<file path="config.mk">
export PLATFORM = sky130hd
export DESIGN_NAME = hsi_clk_en_sched_flat
export DESIGN_NICKNAME = d
export VERILOG_FILES = /design/src/rtl/hsi_clk_en_sched_pkg.sv /design/src/rtl/hsi_clk_en_sched_if.sv /design/src/rtl/hsi_clk_en_sched_div_chan.sv /design/src/rtl/hsi_clk_en_sched.sv /design/src/flat_wrapper.sv
export SDC_FILE = /design/constraint.sdc
export NUM_CORES = 1
export LEC_CHECK = 0
export CORE_MARGIN = 1
export CORE_UTILIZATION = 45
export DETAILED_ROUTE_END_ITERATION = 10
export PLACE_DENSITY = 0.71
export SYNTH_ARGS = -nofsm -noshare
export SYNTH_HDL_FRONTEND = slang
export SYNTH_SLANG_ARGS = --single-unit
export TNS_END_PERCENT = 10
</file>
<file path="constraint.sdc">
create_clock -name clk -period 1.6 [get_ports clk]
set_input_delay 0.32 -clock clk [delete_from_list [all_inputs] [get_ports clk]]
set_output_delay 0.32 -clock clk [all_outputs]
set_load 0.01 [all_outputs]
</file>
<file path="src/rtl/hsi_clk_en_sched_pkg.sv">
// Shared widths, reset factors and encodings for the HSI clock-enable scheduler.
package hsi_clk_pkg;

    localparam int TX_W = 9;
    localparam int RX_W = 6;

    localparam logic [TX_W-1:0] TX_DIV_DEF = 9'd399;
    localparam logic [RX_W-1:0] RX_DIV_DEF = 6'd49;

    localparam logic CH_TX = 1'b0;
    localparam logic CH_RX = 1'b1;

    typedef enum logic [1:0] {
        STOP = 2'd0,
        RUN  = 2'd1,
        PEND = 2'd2
    } chan_state_t;

    // An RX request is only legal when the factor fits in the RX counter.
    function automatic logic rx_div_illegal(input logic sel, input logic [TX_W-1:0] div);
        return (sel == CH_RX) && (div[TX_W-1:RX_W] != '0);
    endfunction

endpackage

</file>
<file path="src/rtl/hsi_clk_en_sched_if.sv">
// Req/ack configuration port: the requester holds cfg_wr until cfg_ack pulses.
interface hsi_clk_en_sched_if;
    import hsi_clk_pkg::*;

    logic            cfg_wr;
    logic            cfg_sel;
    logic [TX_W-1:0] cfg_div;
    logic            cfg_ack;
    logic            cfg_err;

    modport master (
        output cfg_wr,
        output cfg_sel,
        output cfg_div,
        input  cfg_ack,
        input  cfg_err
    );

    modport slave (
        input  cfg_wr,
        input  cfg_sel,
        input  cfg_div,
        output cfg_ack,
        output cfg_err
    );

endinterface

</file>
<file path="src/rtl/hsi_clk_en_sched_div_chan.sv">
// One divider channel: counter, active and shadow factor, STOP/RUN/PEND FSM and
// the mid-bit resync load.
module hsi_div_chan
    import hsi_clk_pkg::*;
#(
    parameter int           W       = 8,
    parameter logic [W-1:0] DEFAULT = '0
) (
    input  logic         clk,
    input  logic         n_rst,
    input  logic         run,
    input  logic         resync,
    input  logic         ld,
    input  logic [W-1:0] ld_div,
    output logic         en,
    output logic         upd_pend
);

    chan_state_t  state;
    logic [W-1:0] cnt;
    logic [W-1:0] div;
    logic [W-1:0] shd;
    logic [W-1:0] d_eff;

    assign en    = run && (cnt == div);
    assign d_eff = (state == PEND) ? shd : div;

    // The first edge with run high only leaves STOP, so the first strobe lands
    // div cycles after the edge that sampled run. Resync takes priority over
    // the terminal-count clear and also flushes any pending factor.
    always_ff @(posedge clk or negedge n_rst) begin
        if (!n_rst) begin
            state    <= STOP;
            cnt      <= '0;
            div      <= DEFAULT;
            shd      <= DEFAULT;
            upd_pend <= 1'b0;
        end else if (!run) begin
            cnt      <= '0;
            state    <= STOP;
            upd_pend <= 1'b0;
            if (ld) begin
                div <= ld_div;
            end else if (state == PEND) begin
                div <= shd;
            end
        end else begin
            if (resync) begin
                cnt <= d_eff >> 1;
            end else if (state == STOP || en) begin
                cnt <= '0;
            end else begin
                cnt <= cnt + 1'b1;
            end

            case (state)
                STOP: begin
                    state <= RUN;
                    if (ld) begin
                        div <= ld_div;
                    end
                end
                RUN: begin
                    if (ld) begin
                        shd      <= ld_div;
                        state    <= PEND;
                        upd_pend <= 1'b1;
                    end
                end
                PEND: begin
                    if (en || resync) begin
                        div      <= shd;
                        state    <= RUN;
                        upd_pend <= 1'b0;
                    end
                end
                default: begin
                    state    <= STOP;
                    upd_pend <= 1'b0;
                end
            endcase
        end
    end

endmodule

</file>
<file path="src/rtl/hsi_clk_en_sched.sv">
// HSI clock-enable scheduler: TX and RX divider channels sharing one
// configuration port with accept, stall and reject handling.
module hsi_clk_en_sched
    import hsi_clk_pkg::*;
#(
    parameter logic [TX_W-1:0] TX_DIV_DEFAULT = TX_DIV_DEF,
    parameter logic [RX_W-1:0] RX_DIV_DEFAULT = RX_DIV_DEF
) (
    input  logic                 clk,
    input  logic                 n_rst,
    input  logic                 tx_run,
    input  logic                 rx_run,
    input  logic                 rx_resync,
    hsi_clk_en_sched_if.slave    cfg,
    output logic                 tx_upd_pend,
    output logic                 rx_upd_pend,
    output logic                 tx_clk_en,
    output logic                 rx_clk_en
);

    logic reject;
    logic tgt_pend;
    logic accept;
    logic tx_ld;
    logic rx_ld;

    // A request is looked at only on the cycle after a non-ack cycle, and
    // stalls while its target channel still holds an unapplied factor.
    always_comb begin
        reject   = rx_div_illegal(cfg.cfg_sel, cfg.cfg_div);
        tgt_pend = (cfg.cfg_sel == CH_RX) ? rx_upd_pend : tx_upd_pend;
        accept   = cfg.cfg_wr && !cfg.cfg_ack && !tgt_pend;
        tx_ld    = accept && (cfg.cfg_sel == CH_TX);
        rx_ld    = accept && (cfg.cfg_sel == CH_RX) && !reject;
    end

    always_ff @(posedge clk or negedge n_rst) begin
        if (!n_rst) begin
            cfg.cfg_ack <= 1'b0;
            cfg.cfg_err <= 1'b0;
        end else begin
            cfg.cfg_ack <= accept;
            cfg.cfg_err <= accept && reject;
        end
    end

    hsi_div_chan #(
        .W       (TX_W),
        .DEFAULT (TX_DIV_DEFAULT)
    ) u_tx (
        .clk      (clk),
        .n_rst    (n_rst),
        .run      (tx_run),
        .resync   (1'b0),
        .ld       (tx_ld),
        .ld_div   (cfg.cfg_div),
        .en       (tx_clk_en),
        .upd_pend (tx_upd_pend)
    );

    hsi_div_chan #(
        .W       (RX_W),
        .DEFAULT (RX_DIV_DEFAULT)
    ) u_rx (
        .clk      (clk),
        .n_rst    (n_rst),
        .run      (rx_run),
        .resync   (rx_resync),
        .ld       (rx_ld),
        .ld_div   (cfg.cfg_div[RX_W-1:0]),
        .en       (rx_clk_en),
        .upd_pend (rx_upd_pend)
    );

endmodule

</file>
<file path="src/flat_wrapper.sv">
// flat-port wrapper written by rule: the top's interface ports become plain ports
module hsi_clk_en_sched_flat import hsi_clk_pkg::*;
#(
    parameter logic [TX_W-1:0] TX_DIV_DEFAULT = TX_DIV_DEF,
    parameter logic [RX_W-1:0] RX_DIV_DEFAULT = RX_DIV_DEF
)
  (clk, n_rst, tx_run, rx_run, rx_resync, tx_upd_pend, rx_upd_pend, tx_clk_en, rx_clk_en, cfg_cfg_wr, cfg_cfg_sel, cfg_cfg_div, cfg_cfg_ack, cfg_cfg_err);
  hsi_clk_en_sched_if cfg_i ();
  input  logic clk;
  input  logic n_rst;
  input  logic tx_run;
  input  logic rx_run;
  input  logic rx_resync;
  output logic tx_upd_pend;
  output logic rx_upd_pend;
  output logic tx_clk_en;
  output logic rx_clk_en;
  input wire logic [$bits(cfg_i.cfg_wr)-1:0] cfg_cfg_wr;
  input wire logic [$bits(cfg_i.cfg_sel)-1:0] cfg_cfg_sel;
  input wire logic [$bits(cfg_i.cfg_div)-1:0] cfg_cfg_div;
  output wire logic [$bits(cfg_i.cfg_ack)-1:0] cfg_cfg_ack;
  output wire logic [$bits(cfg_i.cfg_err)-1:0] cfg_cfg_err;
  assign cfg_i.cfg_wr = cfg_cfg_wr;
  assign cfg_i.cfg_sel = cfg_cfg_sel;
  assign cfg_i.cfg_div = cfg_cfg_div;
  assign cfg_cfg_ack = cfg_i.cfg_ack;
  assign cfg_cfg_err = cfg_i.cfg_err;
  hsi_clk_en_sched #(.TX_DIV_DEFAULT(TX_DIV_DEFAULT), .RX_DIV_DEFAULT(RX_DIV_DEFAULT)) u_core (.clk(clk), .n_rst(n_rst), .tx_run(tx_run), .rx_run(rx_run), .rx_resync(rx_resync), .cfg(cfg_i), .tx_upd_pend(tx_upd_pend), .rx_upd_pend(rx_upd_pend), .tx_clk_en(tx_clk_en), .rx_clk_en(rx_clk_en));
endmodule
</file>
==> results_tabular.tex <==
\begin{tabular}{lr}
\hline
Metric & Value \\
\hline
\multicolumn{2}{l}{\textbf{Outcome}} \\
Run status & finished with violations \\
Violations in the final reports & setup timing \\
\multicolumn{2}{l}{\textbf{Floorplanning}} \\
Initial core utilization & 47.5\% \\
Number of standard-cell rows in the floorplan & 28 \\
Die boundary height & 82.0 um \\
Core ar. & 0.00606 mm\^{}2 \\
X dimension of the die & 82.0 um \\
Total I/O pin count & 22 \\
Die ar. & 0.00672 mm\^{}2 \\
\multicolumn{2}{l}{\textbf{Route}} \\
Detailed-routing iteration count for the pre-antenna-repair pass & 4 \\
DR DRC count & 0 \\
Vias per cell & 5.43 \\
Number of vias in the routed layout & 2,299 \\
Wirelength, routed & 7010 um \\
Remaining antenna violation count after routing & 0 \\
Average wire length per cell after detail routing & 16.6 um \\
Initial detailed-routing violation count & 127 \\
\multicolumn{2}{l}{\textbf{Timing}} \\
Maximum frequency from static timing analysis & 504 MHz \\
RSZ-0062 raised after global routing & true \\
Final worst-path setup slack & -0.384 ns \\
Slew HR & 74.4\% \\
Crit path time final & 1.98 ns \\
Final Hold Fails & 0 \\
Slew at the pin closest to its max-slew limit & 0.384 ns \\
Final clock skew & 0.0134 ns \\
Final setup fails & 47 \\
Final worst path period share & 124\% \\
Count of final max-slew check failures & 0 \\
\multicolumn{2}{l}{\textbf{Placement}} \\
Placer's final routability congestion estimate & 0.774 \\
Number of cells in the design after placement & 406 \\
Half-perimeter wire length of the detailed placement result & 4770 um \\
Worst setup timing slack at the placement stage & -0.573 ns \\
DP Area & 0.00365 mm\^{}2 \\
Input/output buffers & 21 \\
\multicolumn{2}{l}{\textbf{Power}} \\
Part of the total power dissipated in combinational logic & 29.3\% \\
Internal power & 0.00285 W \\
Reported net switching power & 0.00109 W \\
Sequential cell fraction of total power & 46.8\% \\
Worst-case vdd ir drop & 0.000587 V \\
Power density over the cells & 982 mW/mm\^{}2 \\
Relative contribution of the clock network to total power & 23.9\% \\
Share of total power consumed by net switching & 27.6\% \\
Static leakage & 1.75 nW \\
\multicolumn{2}{l}{\textbf{Clocking}} \\
Clock sinks & 53 \\
Maximum level of the CTS H-tree & 2 \\
Insertion delay of the later-clocked pin in the worst-skew pair & 0.31 ns \\
CTS buffer count & 5 \\
Clock tree from TritonCTS & yes \\
Number of buffers on the longest clock path & 2 \\
Root buffer selected by CTS & clkbuf\_8 \\
Clock slew seen by the registers of the worst setup and hold paths & 0.10 ns \\
\multicolumn{2}{l}{\textbf{Final layout}} \\
Layout Utilization & 66.2\% \\
Finished Layout Cells & 423 \\
Final standard cell area without fillers & 0.00402 mm\^{}2 \\
Layout Area Growth over Synthesis & 39.4\% \\
Final-stage net count & 365 \\
Share of post-route cells with drive strength above 1 & 49.1\% \\
Number of diodes & 0 \\
\multicolumn{2}{l}{\textbf{Synthesis}} \\
Share of Yosys cell area claimed by the top area cell type & 30.4\% \\
Number of distinct library cell variants in the gate-level netlist after synthesis & 50 \\
Flip-flop and latch count after synthesis & 53 \\
Share of synthesized area spent on multiplexers & 16.6\% \\
Most used standard cell by instance count after synthesis & mux2\_2 \\
Share of synthesized flip-flops with an asynchronous set or reset & 100\% \\
Warning count from the yosys run & 0 \\
Register area share after synthesis & 46.8\% \\
Prevailing post-synth register cell & dfrtp\_1 \\
Combinational family with the most area after synthesis & multiplexers \\
Top cells by area in the synthesized netlist & dfrtp\_1 (30\%), dfstp\_2 (16\%), mux2\_2 (14\%) \\
Synthesized instance count & 258 \\
Post-synthesis compound-gate area fraction & 11.6\% \\
Post-synth EDFFs & 0 \\
Share of synthesized cell area in full adder, half adder and majority cells & 0.869\% \\
Commonest cells post-synth & mux2\_2 (37), dfrtp\_1 (35), xnor2\_1 (21), nor2\_1 (19) \\
Average cell area after synthesis & 11.2 um\^{}2 \\
Biggest area consumer among synthesized cells & dfrtp\_1 \\
Xor/xnor share of the synthesized area & 7.91\% \\
Post-Synthesis Cell Area & 0.00288 mm\^{}2 \\
Total nets after synthesis & 276 \\
Fraction of the mapped netlist area in simple logic gates & 13.5\% \\
\multicolumn{2}{l}{\textbf{Flow run}} \\
Number of max-capacitance violations reported & 0 \\
\multicolumn{2}{l}{\textbf{GRT}} \\
Grt total ovfl & 0 \\
Via count of the first global-routing pass & 2,300 \\
All-Layer GR Usage & 23.2\% \\
Global-route wire length before repair & 11,300 um \\
Initial antenna violation count & 0 \\
Pin count of the biggest net entering global routing & 43 \\
\multicolumn{2}{l}{\textbf{Min path}} \\
Type of the worst min-delay path & in2async \\
\multicolumn{2}{l}{\textbf{Worst setup path}} \\
Slowest-stage cell, CP & dfstp\_2 \\
Largest driver fanout on the critical path & 2 \\
Nature of the critical path endpoint & output pin \\
Worst EP required & 1.28 ns \\
Cell class contributing the biggest share of worst-path delay & flip-flops \\
Buf/Inv on CP & 1 \\
Kind of start point of the critical path & register \\
Largest stage delay on the critical path & 0.56 ns \\
Data arrival time of the critical path & 1.66 ns \\
Worst Path Class, Setup & reg2out \\
Cells traversed along the worst timing path & xnor2\_2 > nand4\_1 > nor3\_4 > and2\_1 > buf\_2 \\
\hline
\end{tabular}
[sequential cells by signal, summed over array words and instances, names as in the netlist, 2 cells and up]
name	count
u_core.u_rx.cnt	6
u_core.u_rx.shd	6
u_core.u_tx.shd	9
u_core.u_tx.div	9
u_core.u_rx.div	6
u_core.u_tx.cnt	9
u_core.u_tx.state	2
u_core.u_rx.state	2
[per-stage QoR]
stage                     power, W  hold WS, ns  setup TNS (ns)
after floorplan            0.00238       0.0244           -1.01
after global placement     0.00274        0.225          -17.42
after detailed placement   0.00278        0.224          -18.58
after CTS                  0.00392        0.428           -3.97
after global routing       0.00413        0.446           -7.49
final                      0.00394        0.418           -4.90
[placed cells by master, fill, tap and decap left out, types with 2 or more instances in the layout]
cell type        synthesis  layout
ha_1                     2       2
nor2_1                  19      16
buf_2                    3       3
clkbuf_8                 0       6
dlygate4sd2_1            0       6
xnor2_2                  0       3
inv_1                    7       7
xor2_1                   5       5
nor3_4                   0       3
dlymetal6s2s_1           0       2
nand2_1                  8       8
o2111ai_4                1       2
o31ai_1                  5       4
mux2_4                   0      13
clkdlybuf4s50_1          0      10
nor2_2                   0       2
dfstp_2                 18      18
dfrtp_1                 35      35
a31oi_1                  4       4
nor3_2                   3       3
nand3_1                  9       8
or2_4                    0       2
nand2_2                  2       2
nand4_1                  2       2
and2_1                   7       6
xnor2_1                 21      18
o22ai_1                  5       5
a21oi_1                 18      18
mux2i_1                  4       4
buf_6                    0       6
and2_4                   0       2
mux2_2                  37      26
o21ai_0                  3       2
buf_4                    2      60
[cells by family after synthesis]
group / Yosys count
multiplexers: 43
AO/OA/AOI/OAI: 48
AND/OR/NAND/NOR: 69
adder cells (fa/ha/maj): 2
buffers and inverters: 17
flip-flops: 53
XOR/XNOR: 26
[final timing paths]
kind,from,to,slack [ns],depth (start not counted)
hold reg to reg,u_core.u_tx.shd[4],u_core.u_tx.shd[4],0.52,1
setup reg to reg,u_core.u_tx.div[1],u_core.u_tx.div[6],-0.28,6
setup / recovery,u_core.u_tx.div[1],tx_clk_en,-0.38,5
hold / removal,n_rst,u_core.u_tx.cnt[6],0.42,2
max in group asynchronous,n_rst,u_core.u_tx.shd[2],0.60,3
min in group clk,cfg_cfg_wr,u_core.cfg.cfg_ack,0.48,3
[layer usage]
metal | vias up | global-route usage [%] | share of wire, %
met1 | 1133 | 31.6 | 48
li1 | 1108 | - | -
met3 | 10 | 3.78 | 3.0
met5 | - | 0 | 0
met4 | 0 | 7.89 | 1.4
met2 | 48 | 37.2 | 48
[area by class of cell]
class / instances / area (um^2)
Fill cell: 462 / 2050
Multi-Input combinational cell: 190 / 1690
Sequential cell: 53 / 1350
Timing Repair Buffer: 89 / 741
Tap cell: 75 / 93.8
Clock buffer: 7 / 86.3
Clock inverter: 1 / 30.0
Inverter: 8 / 30.0
[what timing repair did]
action | 4_1_cts | 5_1_grt
endpoints found under the hold margin | 9 | 0
buffers inserted | 11 | 1
gates cloned | 2 | 0
hold buffers | 1 | 0
gates resized for setup | 49 | 13
endpoints found under the setup margin | 53 | 52
pin swaps | 27 | 8
[power by group through the flow]
stage	registers, W	clock network, W	logic (W)
floorplan	0.00181	0	0.000569
global placement	0.00183	0	0.000907
detailed placement	0.00184	0	0.000940
CTS	0.00184	0.000965	0.00112
global route	0.00187	0.00102	0.00124
finish	0.00184	0.000944	0.00115
(Power assumes the default switching activity.)
